$ cat src/rtl/sram_req_arbiter_pkg.sv
// ---------------------------------------------------------------------------
// sram_ArbPkg
// Shared definitions for the two-port SRAM request arbiter:
//   - request/response type encodings (read / write)
//   - port identifier type (one bit: port 0 or port 1)
//   - response queue depth, which is also the per-port credit limit
// ---------------------------------------------------------------------------
package sram_ArbPkg;

    // Request / response type encodings
    localparam logic REQ_READ  = 1'b0;
    localparam logic REQ_WRITE = 1'b1;

    // Port identifier
    typedef logic port_id_t;
    localparam port_id_t PORT0 = 1'b0;
    localparam port_id_t PORT1 = 1'b1;

    // Entries per response queue; also the most requests a port may have
    // outstanding (queued + in flight) at once.
    localparam logic [1:0] RESP_Q_DEPTH = 2'd2;

endpackage

$ cat src/rtl/sram_req_arbiter_resp_queue.sv
// ---------------------------------------------------------------------------
// sram_RespQueue
// Two-entry response FIFO holding {type, data}, with bypass when empty: an
// incoming response is presented combinationally on the dequeue side in the
// same cycle and is only stored if it is not consumed.
// The producer never enqueues into a full queue (the arbiter's credit check
// guarantees it), so there is no enqueue-ready output.
// Ports:
//   clk, reset            clock, asynchronous active-high reset
//   enq_val/type/data     incoming response
//   deq_val/rdy/type/data outgoing response handshake
//   count                 number of stored entries (0..2)
// ---------------------------------------------------------------------------
module sram_RespQueue
    import sram_ArbPkg::*;
#(
    parameter int p_data_nbits = 32
) (
    input  logic                    clk,
    input  logic                    reset,
    input  logic                    enq_val,
    input  logic                    enq_type,
    input  logic [p_data_nbits-1:0] enq_data,
    output logic                    deq_val,
    input  logic                    deq_rdy,
    output logic                    deq_type,
    output logic [p_data_nbits-1:0] deq_data,
    output logic [1:0]              count
);

    logic                    head_type_r;
    logic [p_data_nbits-1:0] head_data_r;
    logic                    tail_type_r;
    logic [p_data_nbits-1:0] tail_data_r;
    logic [1:0]              count_r;

    logic                    empty_s;
    logic                    push_s;
    logic                    pop_s;

    assign count = count_r;

    // Dequeue side: bypass the incoming response when empty, else show the head
    always_comb begin
        empty_s  = (count_r == 2'd0);
        deq_val  = 1'b0;
        deq_type = REQ_READ;
        deq_data = {p_data_nbits{1'b0}};
        if (empty_s) begin
            deq_val  = enq_val;
            deq_type = enq_type;
            deq_data = enq_data;
        end else begin
            deq_val  = 1'b1;
            deq_type = head_type_r;
            deq_data = head_data_r;
        end
        // A bypassed response that is consumed immediately is never stored
        push_s = enq_val && !(empty_s && deq_rdy);
        pop_s  = !empty_s && deq_rdy;
    end

    // Storage update: head is always the oldest entry, tail the second
    always_ff @(posedge clk or posedge reset) begin
        if (reset) begin
            count_r     <= 2'd0;
            head_type_r <= REQ_READ;
            head_data_r <= {p_data_nbits{1'b0}};
            tail_type_r <= REQ_READ;
            tail_data_r <= {p_data_nbits{1'b0}};
        end else begin
            case ({push_s, pop_s})
                2'b10: begin
                    if (count_r == 2'd0) begin
                        head_type_r <= enq_type;
                        head_data_r <= enq_data;
                        count_r     <= 2'd1;
                    end else if (count_r == 2'd1) begin
                        tail_type_r <= enq_type;
                        tail_data_r <= enq_data;
                        count_r     <= 2'd2;
                    end else begin
                        count_r     <= count_r;
                    end
                end
                2'b01: begin
                    head_type_r <= tail_type_r;
                    head_data_r <= tail_data_r;
                    count_r     <= count_r - 2'd1;
                end
                2'b11: begin
                    if (count_r == 2'd1) begin
                        head_type_r <= enq_type;
                        head_data_r <= enq_data;
                    end else begin
                        head_type_r <= tail_type_r;
                        head_data_r <= tail_data_r;
                        tail_type_r <= enq_type;
                        tail_data_r <= enq_data;
                    end
                end
                default: begin
                    count_r <= count_r;
                end
            endcase
        end
    end

endmodule

$ cat src/rtl/sram_req_arbiter.sv
// ---------------------------------------------------------------------------
// sram_req_arbiter
// Round-robin sharing of one single-port SRAM (1-cycle read latency) between
// two val/rdy requesters. At most one access is issued per cycle; responses
// return to the originating port in order through a per-port 2-entry bypass
// queue, so a stalled consumer on one port never blocks the other.
// Ports:
//   clk, reset                 clock, asynchronous active-high reset
//   p0_req_* / p1_req_*        request channels (val/rdy, type, addr, data, wmask)
//   p0_resp_* / p1_resp_*      response channels (val/rdy, type, data)
//   sram_csb/web/wmask/addr/din  macro controls (active-low select/write)
//   sram_dout                  macro read data, valid the cycle after a read
// ---------------------------------------------------------------------------
module sram_req_arbiter
    import sram_ArbPkg::*;
#(
    parameter  int p_data_nbits  = 32,
    parameter  int p_num_entries = 256,
    localparam int c_addr_nbits  = $clog2(p_num_entries),
    localparam int c_mask_nbits  = p_data_nbits / 8
) (
    input  logic                    clk,
    input  logic                    reset,

    input  logic                    p0_req_val,
    output logic                    p0_req_rdy,
    input  logic                    p0_req_type,
    input  logic [c_addr_nbits-1:0] p0_req_addr,
    input  logic [p_data_nbits-1:0] p0_req_data,
    input  logic [c_mask_nbits-1:0] p0_req_wmask,
    output logic                    p0_resp_val,
    input  logic                    p0_resp_rdy,
    output logic                    p0_resp_type,
    output logic [p_data_nbits-1:0] p0_resp_data,

    input  logic                    p1_req_val,
    output logic                    p1_req_rdy,
    input  logic                    p1_req_type,
    input  logic [c_addr_nbits-1:0] p1_req_addr,
    input  logic [p_data_nbits-1:0] p1_req_data,
    input  logic [c_mask_nbits-1:0] p1_req_wmask,
    output logic                    p1_resp_val,
    input  logic                    p1_resp_rdy,
    output logic                    p1_resp_type,
    output logic [p_data_nbits-1:0] p1_resp_data,

    output logic                    sram_csb,
    output logic                    sram_web,
    output logic [c_mask_nbits-1:0] sram_wmask,
    output logic [c_addr_nbits-1:0] sram_addr,
    output logic [p_data_nbits-1:0] sram_din,
    input  logic [p_data_nbits-1:0] sram_dout
);

    port_id_t                prio_r;
    logic                    infl_val_r;
    port_id_t                infl_port_r;
    logic                    infl_type_r;

    logic [1:0]              q0_count_s;
    logic [1:0]              q1_count_s;
    logic                    infl0_s;
    logic                    infl1_s;
    logic [1:0]              cnt0_s;
    logic [1:0]              cnt1_s;
    logic                    elig0_s;
    logic                    elig1_s;
    logic                    grant_val_s;
    port_id_t                grant_port_s;
    logic                    sel_type_s;
    logic [c_addr_nbits-1:0] sel_addr_s;
    logic [p_data_nbits-1:0] sel_data_s;
    logic [c_mask_nbits-1:0] sel_wmask_s;
    logic [p_data_nbits-1:0] resp_data_s;

    // Credit per port: queued responses plus the one in flight, if it is ours.
    // Based only on registered state, so a dequeue frees credit next cycle.
    always_comb begin
        infl0_s = infl_val_r && (infl_port_r == PORT0);
        infl1_s = infl_val_r && (infl_port_r == PORT1);
        cnt0_s  = q0_count_s + {1'b0, infl0_s};
        cnt1_s  = q1_count_s + {1'b0, infl1_s};
        elig0_s = p0_req_val && (cnt0_s < RESP_Q_DEPTH) && !reset;
        elig1_s = p1_req_val && (cnt1_s < RESP_Q_DEPTH) && !reset;
    end

    // Round-robin grant: prio breaks ties, a lone eligible port always wins
    always_comb begin
        grant_val_s  = 1'b0;
        grant_port_s = PORT0;
        if (elig0_s && elig1_s) begin
            grant_val_s  = 1'b1;
            grant_port_s = prio_r;
        end else if (elig0_s) begin
            grant_val_s  = 1'b1;
            grant_port_s = PORT0;
        end else if (elig1_s) begin
            grant_val_s  = 1'b1;
            grant_port_s = PORT1;
        end else begin
            grant_val_s  = 1'b0;
            grant_port_s = PORT0;
        end
    end

    // Request mux and SRAM drive; idle macro pins sit at their inactive values
    always_comb begin
        if (grant_port_s == PORT1) begin
            sel_type_s  = p1_req_type;
            sel_addr_s  = p1_req_addr;
            sel_data_s  = p1_req_data;
            sel_wmask_s = p1_req_wmask;
        end else begin
            sel_type_s  = p0_req_type;
            sel_addr_s  = p0_req_addr;
            sel_data_s  = p0_req_data;
            sel_wmask_s = p0_req_wmask;
        end

        p0_req_rdy = grant_val_s && (grant_port_s == PORT0);
        p1_req_rdy = grant_val_s && (grant_port_s == PORT1);

        if (grant_val_s) begin
            sram_csb   = 1'b0;
            sram_web   = ~sel_type_s;
            sram_wmask = (sel_type_s == REQ_WRITE) ? sel_wmask_s : {c_mask_nbits{1'b0}};
            sram_addr  = sel_addr_s;
            sram_din   = sel_data_s;
        end else begin
            sram_csb   = 1'b1;
            sram_web   = 1'b1;
            sram_wmask = {c_mask_nbits{1'b0}};
            sram_addr  = {c_addr_nbits{1'b0}};
            sram_din   = {p_data_nbits{1'b0}};
        end
    end

    // In-flight access tracking and priority rotation
    always_ff @(posedge clk or posedge reset) begin
        if (reset) begin
            prio_r      <= PORT0;
            infl_val_r  <= 1'b0;
            infl_port_r <= PORT0;
            infl_type_r <= REQ_READ;
        end else begin
            infl_val_r  <= grant_val_s;
            infl_port_r <= grant_port_s;
            infl_type_r <= sel_type_s;
            if (grant_val_s) begin
                prio_r <= ~grant_port_s;
            end else begin
                prio_r <= prio_r;
            end
        end
    end

    // Response payload: macro data for reads, zero for writes or when idle
    always_comb begin
        if (infl_val_r && (infl_type_r == REQ_READ)) begin
            resp_data_s = sram_dout;
        end else begin
            resp_data_s = {p_data_nbits{1'b0}};
        end
    end

    sram_RespQueue #(.p_data_nbits(p_data_nbits)) u_q0 (
        .clk      (clk),
        .reset    (reset),
        .enq_val  (infl0_s),
        .enq_type (infl_type_r),
        .enq_data (resp_data_s),
        .deq_val  (p0_resp_val),
        .deq_rdy  (p0_resp_rdy),
        .deq_type (p0_resp_type),
        .deq_data (p0_resp_data),
        .count    (q0_count_s)
    );

    sram_RespQueue #(.p_data_nbits(p_data_nbits)) u_q1 (
        .clk      (clk),
        .reset    (reset),
        .enq_val  (infl1_s),
        .enq_type (infl_type_r),
        .enq_data (resp_data_s),
        .deq_val  (p1_resp_val),
        .deq_rdy  (p1_resp_rdy),
        .deq_type (p1_resp_type),
        .deq_data (p1_resp_data),
        .count    (q1_count_s)
    );

endmodule

$ cat config.mk
export PLATFORM = sky130hd
export DESIGN_NAME = sram_req_arbiter
export DESIGN_NICKNAME = d
export VERILOG_FILES = /design/src/rtl/sram_req_arbiter_pkg.sv /design/src/rtl/sram_req_arbiter_resp_queue.sv /design/src/rtl/sram_req_arbiter.sv
export SDC_FILE = /design/constraint.sdc
export NUM_CORES = 1
export LEC_CHECK = 0
export ABC_CLOCK_PERIOD_IN_PS = 11350
export BUFFER_PORTS_ARGS = -buffer_cell sky130_fd_sc_hd__buf_2
export CORE_ASPECT_RATIO = 0.8
export CORE_MARGIN = 4
export CORE_UTILIZATION = 41
export DETAILED_ROUTE_END_ITERATION = 8
export PLACE_DENSITY = 0.69
export SLEW_MARGIN = 10
export SYNTH_ARGS = -nofsm -noshare
export SYNTH_HDL_FRONTEND = slang
export SYNTH_SLANG_ARGS = --single-unit
$ cat constraint.sdc
create_clock -name clk -period 11.35 [get_ports clk]
set_input_delay 2.8375 -clock clk [delete_from_list [all_inputs] [get_ports clk]]
set_output_delay 2.8375 -clock clk [all_outputs]
set_load 0.03 [all_outputs]
==> metrics.md <==
| Metric | Value |
|---|---|
| Outcome | finished, final reports clean |
| Max-cap violation count | 0 |
| Reg2reg start | u_q1.count[0] |
| Wire length after detailed routing | 29.2 mm |
| Global-route wire length before repair | between 40 and 50 mm |
| IO Count | 244 |
| Total CTS buffers | 17 |
| Clock sinks | 140 |
| Clk_lat worst skew | between 400 and 500 ps |
| Async set-reset flop share out of synthesis | 100% |
| R2R depth | 11 |
| Final setup viols | 0 |
| Cell count along the critical path | 9 |
| Die ar. | 24700 sq um |
| Filler cell count | roughly 2100 |
| Number of H-tree levels | 4 |
| Max-slew violation count | 0 |
| Placed cell count | roughly 1600 |
| Final Hold Vio Count | 0 |
| PwrDens | 275 nW/um^2 |
| Period minus WS final | 8440 ps |
| Vias in the first global route | 8505 |
| Post-CTS sizing | 0 |
| Sequential element share of the synthesized area | about two fifths |
| Area growth, synth to finish | 20.4% |
| DRC | 0 |
| 1st-iter DRT viols | 676 |
| Top FF cell, synth | dfrtp_1 |
| Cell area after synthesis | about 9000 sq um |
| Clock Tree Buf Depth | 2 |
| Core area | roughly 22000 sq um |
| Routed WL per cell | between 15 and 20 um |
| Crit path required time | ~8500 ps |
| Hold path start | u_q0.tail_data_r[25] |
| Multi-input logic area | 5060 sq um |
| Clock root buffer | clkbuf_16 |
| Initial Utilization | 42.0% |
| WP buf/inv | 5 |
| Mapped Avg Cell Area | 8.36 sq um |
| Worst path arrival time | 5600 ps |
| CP Class | input pin to primary output |
| Crit Reg-Reg Endpoint | u_q1.tail_type_r |
| Max frequency | about 120 MHz |
| Relative slew slack | roughly a third |
| Largest net degree at the start of global routing | 88 |
| Vias per cell | between 5 and 6 |
| Share of cells above drive strength 1 | roughly a third |
| Nets | 1407 |
| Number of synthesized flops with an enable pin | 0 |
| Setup TNS | 0 ps |
| Slowest Stage Delay on Critical Path | roughly 490 ps |
| Detailed-router iteration count before antenna repair | 5 |
| Die Ht | 141 um |
| # diodes | 0 |
| Maximum VDD drop | approximately 0.19 mV |
| Most frequent cell after synthesis | nand2_1 |
| Via count | roughly 8700 |
| Post-Syn Instances | 1091 |
| Port Buffers | 243 |
| Clock slew at reported path FFs | 50 ps |
| Hpwl dp | 19.2 mm |
| Slowest-stage cell, CP | inv_6 |
| Worst Setup EP | sram_wmask[3] |
| Post-route ant nets | 0 |
| Area contributors post-synth | dfrtp_1, mux2_2, nand2_1, o21ai_0, a22oi_1 |
| CP delay by family, top | buffers and inverters |
| Setup bufs post-CTS | 0 |
| Slew @ Worst Pin | 1020 ps |
| Critical path startpoint category | input pin |
| CTS tree | yes |
| Gr usage total | a little under a quarter |
| Hold Path Stages | 2 |
| Die X | between 150 and 200 um |
| Cell type with the largest total area after synthesis | dfrtp_1 |
| Most frequent cells after synthesis | nand2_1, dfrtp_1, o21ai_0 |
| R2R Setup Slk | ~6400 ps |
| FP Rows | 48 |
| Register area | about 3500 sq um |
| Clock Skew | between 10 and 15 ps |
| Crit path cell chain | buf_2 > inv_6 > nand2_1 > o31ai_4 > buf_4 > inv_2 > a22oi_2 > a21oi_1 > buf_2 |
| Initial antenna violation count | 0 |
| Final period utilization | 74.4% |
| Critical Path Fanout Max | just under 80 |
| Crit path launch | reset |
| Post-synth top area share | between 30% and 40% |
| RD Place Congestion | around 0.95 |
| Cts hold-fix bufs | 0 |
| CP most frequent cell | buf_2 |
| Lkg Pwr | about 5.3 nW |
| Ys Warns | 0 |
| Non-Filler Instances | 1582 |
| Worst Setup End Kind | primary output |
| Grt ovf | 0 |
| Count of cell types in the netlist | 49 |
| RSZ-0062 raised after global routing | false |
| HP Class | flop to flop |
| Synthesized Nets | 1229 |
| Yosys reg bits | 140 |
==> final cells by class <==
type	count	area share, %
well taps	300	3.42
inverters	24	0.866
flip-flops and latches	140	31.9
clock inverters	11	1.30
multi-input cells	826	46.1
clock buffers	21	4.19
repair buffers	260	12.2
==> flip-flops by register name, indices dropped and copies added, names as in the netlist <==
register          cells
infl_port_r           1
infl_type_r           1
infl_val_r            1
prio_r                1
u_q0.count            2
u_q0.head_data_r     32
u_q0.head_type_r      1
u_q0.tail_data_r     32
u_q0.tail_type_r      1
u_q1.count            2
u_q1.head_data_r     32
u_q1.head_type_r      1
u_q1.tail_data_r     32
u_q1.tail_type_r      1
==> layout by cell type (no fill, tap or decap), drive strengths merged <==
master / instances
a22oi: 51
xnor2: 1
nor2b: 4
nand2b: 4
o211a: 1
mux2i: 2
nand3: 18
clkinv: 6
clkbuf: 21
a221o: 1
dfrtp: 140
buf: 260
o21ai: 176
o221a: 6
ha: 10
a21o: 24
and2: 3
or2: 3
and2b: 1
nand2: 260
nand3b: 3
inv: 24
o22ai: 6
clkinvlp: 2
a32oi: 1
a32o: 6
a31oi: 1
mux2: 91
o211ai: 8
a211oi: 25
bufinv: 3
and4: 1
nor2: 49
and3b: 26
o31ai: 1
a21oi: 28
o32a: 15
==> through the flow <==
step                      worst slack [ps]  power [mW]  hold WS, ps  cell area (sq um)  util, %
final                                 2910        3.02          482              11000     50.5
after global routing                  2570        3.22          507              11000     50.5
after CTS                             2880        3.02          483              11000     50.5
after detailed placement              2880        2.44          471              10400     47.7
after global placement                2950        2.41          458              10400     47.7
after floorplan                        575        2.02          444               9120        -
==> worst register-to-register path: cells and delay by family (launching register included) <==
kind / cells / cell delay [ps]
compound gates: 1 / 750
fa+ha+maj: 2 / 610
buf+inv: 5 / 1800
flops: 1 / 420
mux: 1 / 380
simple gates: 2 / 850
==> power breakdown <==
part	internal, mW	switching, mW	total [mW]
logic	0.553	1.06	1.61
clock network	0.356	0.223	0.579
registers	0.696	0.131	0.827
total	1.61	1.41	3.02
==> logic make-up (layout without fill, tap and decap cells) <==
kind of cell | after synthesis | in the layout | share of synthesized area [%]
simple gates | 372 | 372 | 17.8
flops | 140 | 140 | 38.4
compound gates | 350 | 350 | 24.3
xor+xnor | 1 | 1 | 0.178
fa+ha+maj | 10 | 10 | 1.37
buf+inv | 125 | 316 | 6.51
mux | 93 | 93 | 11.5
==> layer usage <==
metal / share of wire (%) / up-vias / GRT usage (%)
li1: - / 4206 / -
met1: 47 / 4173 / 33.4
met2: 47 / 239 / 37.2
met3: 4.7 / 35 / 3.76
met4: 1.5 / 0 / 5.79
met5: 0 / - / 0
==> worst min-delay path by stage <==
stage / end
final: u_q0.tail_data_r[25]
after global routing: u_q0.tail_data_r[1]
after CTS: u_q0.tail_data_r[30]
after detailed placement: u_q0.tail_data_r[30]
after global placement: u_q1.tail_data_r[31]
after floorplan: u_q1.tail_data_r[31]
Power figures use the tool's default switching activity.
